File: src/rtl/mac_accumulate.sv
// rtl/mac_accumulate.sv - Q8.8 multiply-accumulate with bias, last/overrun close and held result
// Accumulator wraps modulo 2^INTERNAL_BITS; Acc_out is Q16.16 for the downstream truncate stage.
module mac_accumulate #(
  parameter int MAX_TAPS      = 9,
  parameter int DATA_BITS     = 16,
  parameter int INTERNAL_BITS = 32
) (
  input  logic                     clk,
  input  logic                     rst_n,
  input  logic                     In_valid,
  output logic                     In_ready,
  input  logic [DATA_BITS-1:0]     Data_in,
  input  logic [DATA_BITS-1:0]     Weight_in,
  input  logic [DATA_BITS-1:0]     Bias_in,
  input  logic                     Last_in,
  output logic [INTERNAL_BITS-1:0] Acc_out,
  output logic                     Out_valid,
  input  logic                     Out_ready,
  output logic                     Out_overrun
);

  typedef enum logic [1:0] {
    S_IDLE,
    S_ACC,
    S_DONE
  } state_t;

  localparam logic [8:0] MAX_TAPS_W = 9'(MAX_TAPS);

  state_t                            state;
  logic signed [INTERNAL_BITS-1:0]   acc;
  logic [7:0]                        cnt;
  logic                              in_ready_q;
  logic                              out_valid_q;
  logic                              out_overrun_q;

  logic signed [2*DATA_BITS-1:0]     prod;
  logic signed [INTERNAL_BITS-1:0]   prod_ext;
  logic signed [INTERNAL_BITS-1:0]   bias_q16;
  logic signed [INTERNAL_BITS-1:0]   acc_sum;
  logic [8:0]                        cnt_after;
  logic                              take;
  logic                              closing;

  always_comb begin
    prod      = $signed(Data_in) * $signed(Weight_in);
    prod_ext  = INTERNAL_BITS'(prod);
    bias_q16  = INTERNAL_BITS'($signed(Bias_in)) <<< 8;
    take      = In_valid && in_ready_q;
    // The first tap of an operation seeds the sum with the bias instead of the old accumulator.
    acc_sum   = ((state == S_IDLE) ? bias_q16 : acc) + prod_ext;
    cnt_after = (state == S_IDLE) ? 9'd1 : ({1'b0, cnt} + 9'd1);
    closing   = Last_in || (cnt_after == MAX_TAPS_W);
  end

  always_ff @(posedge clk or negedge rst_n) begin
    if (!rst_n) begin
      state         <= S_IDLE;
      acc           <= '0;
      cnt           <= '0;
      in_ready_q    <= 1'b0;
      out_valid_q   <= 1'b0;
      out_overrun_q <= 1'b0;
    end else begin
      case (state)
        S_IDLE, S_ACC: begin
          in_ready_q <= 1'b1;
          if (take) begin
            acc <= acc_sum;
            cnt <= cnt_after[7:0];
            if (closing) begin
              state         <= S_DONE;
              in_ready_q    <= 1'b0;
              out_valid_q   <= 1'b1;
              out_overrun_q <= !Last_in;
            end else begin
              state <= S_ACC;
            end
          end
        end
        S_DONE: begin
          // Result stays frozen until the consumer takes it; a one-cycle bubble follows.
          if (Out_ready) begin
            state         <= S_IDLE;
            cnt           <= '0;
            in_ready_q    <= 1'b1;
            out_valid_q   <= 1'b0;
            out_overrun_q <= 1'b0;
          end
        end
        default: state <= S_IDLE;
      endcase
    end
  end

  assign In_ready    = in_ready_q;
  assign Acc_out     = acc;
  assign Out_valid   = out_valid_q;
  assign Out_overrun = out_overrun_q;

endmodule

File: config.mk
export PLATFORM = sky130hd
export DESIGN_NAME = mac_accumulate
export DESIGN_NICKNAME = d
export VERILOG_FILES = /design/src/rtl/mac_accumulate.sv
export SDC_FILE = /design/constraint.sdc
export NUM_CORES = 1
export LEC_CHECK = 0
export BUFFER_PORTS_ARGS = -buffer_cell sky130_fd_sc_hd__buf_2
export CAP_MARGIN = 25
export CORE_MARGIN = 3
export CORE_UTILIZATION = 45
export DETAILED_ROUTE_END_ITERATION = 7
export PLACE_DENSITY = 0.7
export SLEW_MARGIN = 20
export SYNTH_ARGS = -nofsm -noshare
export SYNTH_HDL_FRONTEND = slang
export SYNTH_SLANG_ARGS = --single-unit
File: constraint.sdc
create_clock -name clk -period 9.85 [get_ports clk]
set_input_delay 0.4925 -clock clk [delete_from_list [all_inputs] [get_ports clk]]
set_output_delay 0.4925 -clock clk [all_outputs]
set_load 0.01 [all_outputs]
Word level (Yosys, flattened, before mapping)
Cells that the tools add are included.

Bits in registers: 45. Latch bits: 0. Memory bits (writable): 0. ROM bits: 0. Bits of input ports: 53. Output and inout port bits: 35. Logic and storage cells: 46. Memories: 0.

$add $sub $neg: 2. $mul: 1. Divide/modulo/power cells: 0. Order comparisons: 0. Eq/ne operators: 6. Shift operators: 0. Muxes and demuxes: 20. Bitwise operators: 0. Reductions and logical operators: 11.

Operator list (number): 32-bit adder (1); 16-bit by 16-bit multiplier with 32-bit output (1); 32-bit 2-to-1 mux (1); 8-bit 2-to-1 mux (2); 8-bit case mux with 2 select lines (1); 8-bit by 1-bit adder with 9-bit output, second input constant (1); 9-bit by 4-bit == test with 1-bit output, second input constant (1); 9-bit 2-to-1 mux (1); 1-bit 2-to-1 mux (8); 2-bit 2-to-1 mux (3); 2-bit inequality test, second input constant (3); 1-bit case mux with 2 select lines (3); 2-bit AND reduction (3); 2-bit case mux with 2 select lines (1); 4-bit AND reduction (1); 3-bit AND reduction (1); 2-bit by 1-bit == test with 1-bit output, second input constant (1); 2-bit == test, second input constant (1); 2-bit zero test (1); 2-bit nonzero test (1); 2-bit OR reduction (1); 1-bit logical AND (1); 1-bit zero test (1); 1-bit logical OR (1).

Depth between registers and ports, before layout
Word-level depth: 7. Depth in mapped cells: 26. Gate-level depth less buffers: 23.

Worst setup path before layout
No wires, ideal clock.

Path kind: input-to-reg. From: input Data_in[10]. To: register acc[30] (netlist: Acc_out[30]). Library setup time: 137 ps. Arrival time: 5891 ps. Data required time: 9713 ps. Path slack: 3822 ps. Stages on the path: 22. Buffers on the path: 2. Cells stage by stage: clkbuf_1 nand2_1 fa_1 fa_1 fa_1 fa_1 inv_1 fa_1 inv_1 fa_1 inv_1 ha_1 buf_2 a2111o_1 a31oi_1 o2bb2ai_1 a21o_1 a21o_1 o31ai_1 nor4_1 a21oi_1 o211ai_1.

Word-level cells in the longest chain between the ends: 2.

Ends and longest elaborated chain: start: declaration (RTL line 12) `input logic [DATA_BITS-1:0] Data_in,`; 16-bit by 16-bit multiplier with 32-bit output (RTL line 46) `prod = $signed(Data_in) * $signed(Weight_in);`; 32-bit adder (RTL line 51) `acc_sum = ((state == S_IDLE) ? bias_q16 : acc) + prod_ext;`; end signal: assignment (RTL line 69) `acc <= acc_sum;`; end: declaration (RTL line 31) `logic signed [INTERNAL_BITS-1:0] acc;`.

Every way passes these cells. A chain may end at the register's enable or synchronous reset.

Worst setup path after layout
From: input Weight_in[1]. To: register acc[30] (netlist: Acc_out[30]).

Word-level cells in the longest chain between the ends: 2.

Ends and longest elaborated chain: start: declaration (RTL line 13) `input logic [DATA_BITS-1:0] Weight_in,`; 16-bit by 16-bit multiplier with 32-bit output (RTL line 46); 32-bit adder (RTL line 51).

Every way passes these cells.

==> impl_metrics.py <==
metrics = {
    "sta": {
        "slew_headroom_pct": 44.92,
        "fin_skew_ns": 0.01018,
        "tightest_slew_ns": 0.8238,
        "setup_violations": 0,
        "max_freq_mhz": 159.4,
        "final_hold_vios": 0,
        "final_max_slew_viol_count": 0,
        "unrepaired_setup_endpoints_after_global_routing": "false",
        "layout_worst_path_cycle_share_pct": 63.70,
        "finalWorstPathRequiredPeriod_ns": 6.275,
        "setup_total_negative_slack_ns": 0,
    },
    "worst_setup_path": {
        "critical-path-top-cell-by-count": "sky130_fd_sc_hd__fa_1",
        "worst_ep_arrival_time_ns": 6.42,
        "length_in_cells_of_the_worst_reg_to_reg_path": 20,
        "crit_path_top_delay_cell": "sky130_fd_sc_hd__fa_1",
        "cp-end-kind": "flip-flop",
        "worstPathRequired_ns": 10.00,
        "crit_path_cell_trace": "buf_2 -> nand2_1 -> inv_1 -> fa_1 -> inv_1 -> fa_1 -> inv_1 -> fa_1 -> fa_1 -> fa_1 -> inv_1 -> fa_1 -> inv_1 -> ha_1 -> a21oi_1 -> o21ai_0 -> a21oi_1 -> o21ai_0 -> a21o_1 -> o31ai_1 -> nor4_1 -> a21oi_1 -> o211ai_1",
        "timing.critical_path.buf_inv": 6,
        "critical_path.top_delay_family": "adder cells",
        "worst_path_largest_cell_delay_ns": 0.74,
        "criticalPathCategory": "primary input to flip-flop",
        "worstSetupPathDepth": 23,
        "critPathLaunchType": "primary input",
        "worst-path-max-fanout": 16,
    },
    "grt": {
        "grt_max_degree": 62,
        "gr-total-overflow": 0,
        "number_of_antenna_violations_at_the_first_check_in_global_routing": 0,
        "grt_first_pass_wirelength_um": 50180,
        "groute.usage.overall_pct": 20.03,
        "grt_pass1_vias": 10430,
    },
    "placement": {
        "place_hpwl_um": 24660,
        "globalplace.congestion": 0.8497,
        "dpl-instance-area_sq_um": 13690,
        "placement.io_buffers": 87,
    },
    "yosys": {
        "synthFlopType": "sky130_fd_sc_hd__dfrtp_1",
        "mappedNetlistNets": 1879,
        "synth_simple_gate_area_share_pct": 15.90,
        "synthesized_flop_and_latch_total": 45,
        "postSynthCellCount": 1435,
        "async_flop_share_pct": 100.0,
        "mappedNetlistArea_sq_um": 12930,
        "yosys-mux-area-fraction_pct": 0.1548,
        "yosysWarningCount": 0,
        "yosysSeqAreaShare_pct": 8.707,
        "compound_gate_portion_of_the_synthesized_area_pct": 6.472,
        "synth_enable_flop_cells": 0,
        "synthesis.area_per_instance_sq_um": 9.013,
        "post_synth_fa_ha_maj_area_fraction_pct": 54.77,
        "synth_top_family_by_area": "adder cells",
        "xor_xnor_share_of_the_synthesized_area_pct": 2.709,
        "count_of_distinct_cell_types_in_the_synthesized_netlist": 46,
    },
    "clock_network": {
        "cts_hold_repair.buffers": 0,
        "h-tree-depth": 2,
        "cts.repair_timing.setup_buffer_count": 0,
        "cts_clock_pin_slew_for_the_worst_setup_and_hold_paths_ns": 0.07,
        "clock_sinks": 45,
        "ctsLongestPathBuffers": 2,
        "tritoncts": "yes",
        "post_cts.resized_instances": 0,
        "worstSkewPairLatency_ns": 0.29,
        "root_buffer_selected_by_cts": "sky130_fd_sc_hd__clkbuf_16",
        "cts_inserted_buffers": 5,
    },
    "finish": {
        "finish.instance_area_sq_um": 13830,
        "filler_cell_count": 2727,
        "antenna_cells_inserted": 0,
        "synthToLayoutAreaGrowth_pct": 6.956,
        "seq_area_sq_um": 1126,
        "final_nets": 1928,
        "multi_input_area_sq_um": 10350,
        "drive_gt1_share_pct": 6.801,
    },
    "die": {
        "io-pin-count": 88,
        "coreArea_sq_um": 28090,
        "initial_core_util_pct": 46.05,
        "placement_rows": 61,
        "die_y_um": 175.5,
        "die_area_sq_um": 30810,
        "fp.dieW_um": 175.5,
    },
    "route": {
        "final_antenna_net_count": 0,
        "met2RoutedLength_um": 15230,
        "drt-initial-drc-count": 622,
        "drt_drc_violations_left": 0,
        "drt_wl_total_um": 28840,
        "drt_pre_antenna_iters": 5,
        "via_count": 9513,
        "detailroute.wirelength.met3_um": 1045,
        "routedLengthMet1_um": 11720,
        "topRoutingLayerUsed": "met4",
        "detail_route.vias_per_cell": 5.106,
        "detail_route.wl_per_cell_um": 15.48,
    },
    "status": {
        "status": "complete, no violations",
    },
    "flow_run": {
        "max_cap_violations": 0,
    },
    "min_path": {
        "hp-class": "primary input to asynchronous set/reset pin",
    },
}
synthesized netlist by cell type, types with 5 or more instances:
master	count	area share (%)
sky130_fd_sc_hd__nand2_1	228	6.6
sky130_fd_sc_hd__a21oi_1	27	1.0
sky130_fd_sc_hd__nand2b_1	10	0.48
sky130_fd_sc_hd__o21a_1	7	0.41
sky130_fd_sc_hd__fa_1	292	45
sky130_fd_sc_hd__nor2_1	31	0.90
sky130_fd_sc_hd__a211oi_1	5	0.29
sky130_fd_sc_hd__xor2_1	11	0.74
sky130_fd_sc_hd__xnor2_1	29	2.0
sky130_fd_sc_hd__o21ai_1	5	0.19
sky130_fd_sc_hd__a21o_1	16	0.93
sky130_fd_sc_hd__a31oi_1	5	0.24
sky130_fd_sc_hd__o21ai_0	47	1.8
sky130_fd_sc_hd__and2_1	131	6.3
sky130_fd_sc_hd__nor3_1	7	0.27
sky130_fd_sc_hd__inv_1	340	9.9
sky130_fd_sc_hd__dfrtp_1	45	8.7
sky130_fd_sc_hd__clkbuf_1	45	1.3
sky130_fd_sc_hd__ha_1	99	9.6
sky130_fd_sc_hd__nand3_1	8	0.31
flip-flops by register name, indices dropped and copies added, names as in the netlist:
register / flops
state: 2
cnt: 8
Acc_out: 32
Out_valid: 1
In_ready: 1
Out_overrun: 1
path summary, 6_finish.rpt:
path | startpoint | end | slack [ns]
worst max-delay path | Weight_in[1] | Acc_out[30] | 3.58
worst min-delay path | rst_n | Acc_out[19] | 0.14
worst max register to register | state[1] | Acc_out[30] | 3.77
worst min register to register | Out_valid | Out_valid | 0.49
max in group asynchronous | rst_n | state[0] | 9.19
min in group clk | Out_ready | state[1] | 0.40
cells in the final DEF, fill, tap and decap left out, drive strengths merged, types with 3 or more instances in the layout:
cell / n
nand3: 8
nor2: 31
nand2: 228
o211ai: 4
ha: 99
o21bai: 4
and3: 4
xnor2: 29
nor3: 8
xor2: 11
nand2b: 10
buf: 90
and2: 132
inv: 340
clkbuf: 6
a211oi: 5
o31ai: 3
dfrtp: 45
o21ai: 52
a31oi: 5
a21o: 16
fa: 292
nand4: 3
a21oi: 27
o21a: 7
cell type report:
cell class	count	area share, %
sequential	45	8.140
clock buffer	6	0.9316
timing repair buffer	90	3.401
tap	378	3.419
clock inverter	2	0.07236
inverter	340	9.226
multi-input combinational	1002	74.81
per-layer routing:
| layer | GRT usage [%] | vias up |
|---|---|---|
| li1 | - | 4347 |
| met1 | 25.56 | 4874 |
| met2 | 36.47 | 229 |
| met3 | 1.816 | 63 |
| met4 | 5.609 | 0 |
| met5 | 0 | - |
cell families after synthesis:
family                   after synthesis
AO/OA/AOI/OAI                        136
XOR/XNOR                              40
adder cells (fa/ha/maj)              391
buffers and inverters                388
flip-flops                            45
multiplexers                           2
AND/OR/NAND/NOR                      433
metrics by stage:
stage | hold WS (ns) | worst slack, ns | util (%) | cells
after floorplan | 0.1969 | 3.822 | - | 1435
after global routing | 0.1749 | 3.145 | 49.25 | 1863
after global placement | 0.4597 | 3.441 | 48.69 | 1854
final | 0.1446 | 3.575 | 49.25 | 1863
after CTS | 0.1637 | 3.570 | 49.25 | 1863
after detailed placement | 0.4625 | 3.280 | 48.76 | 1855
Power is left out: the tool's default activity adds up to more than one toggle a clock period on the data nets, which glitch-free logic cannot reach.
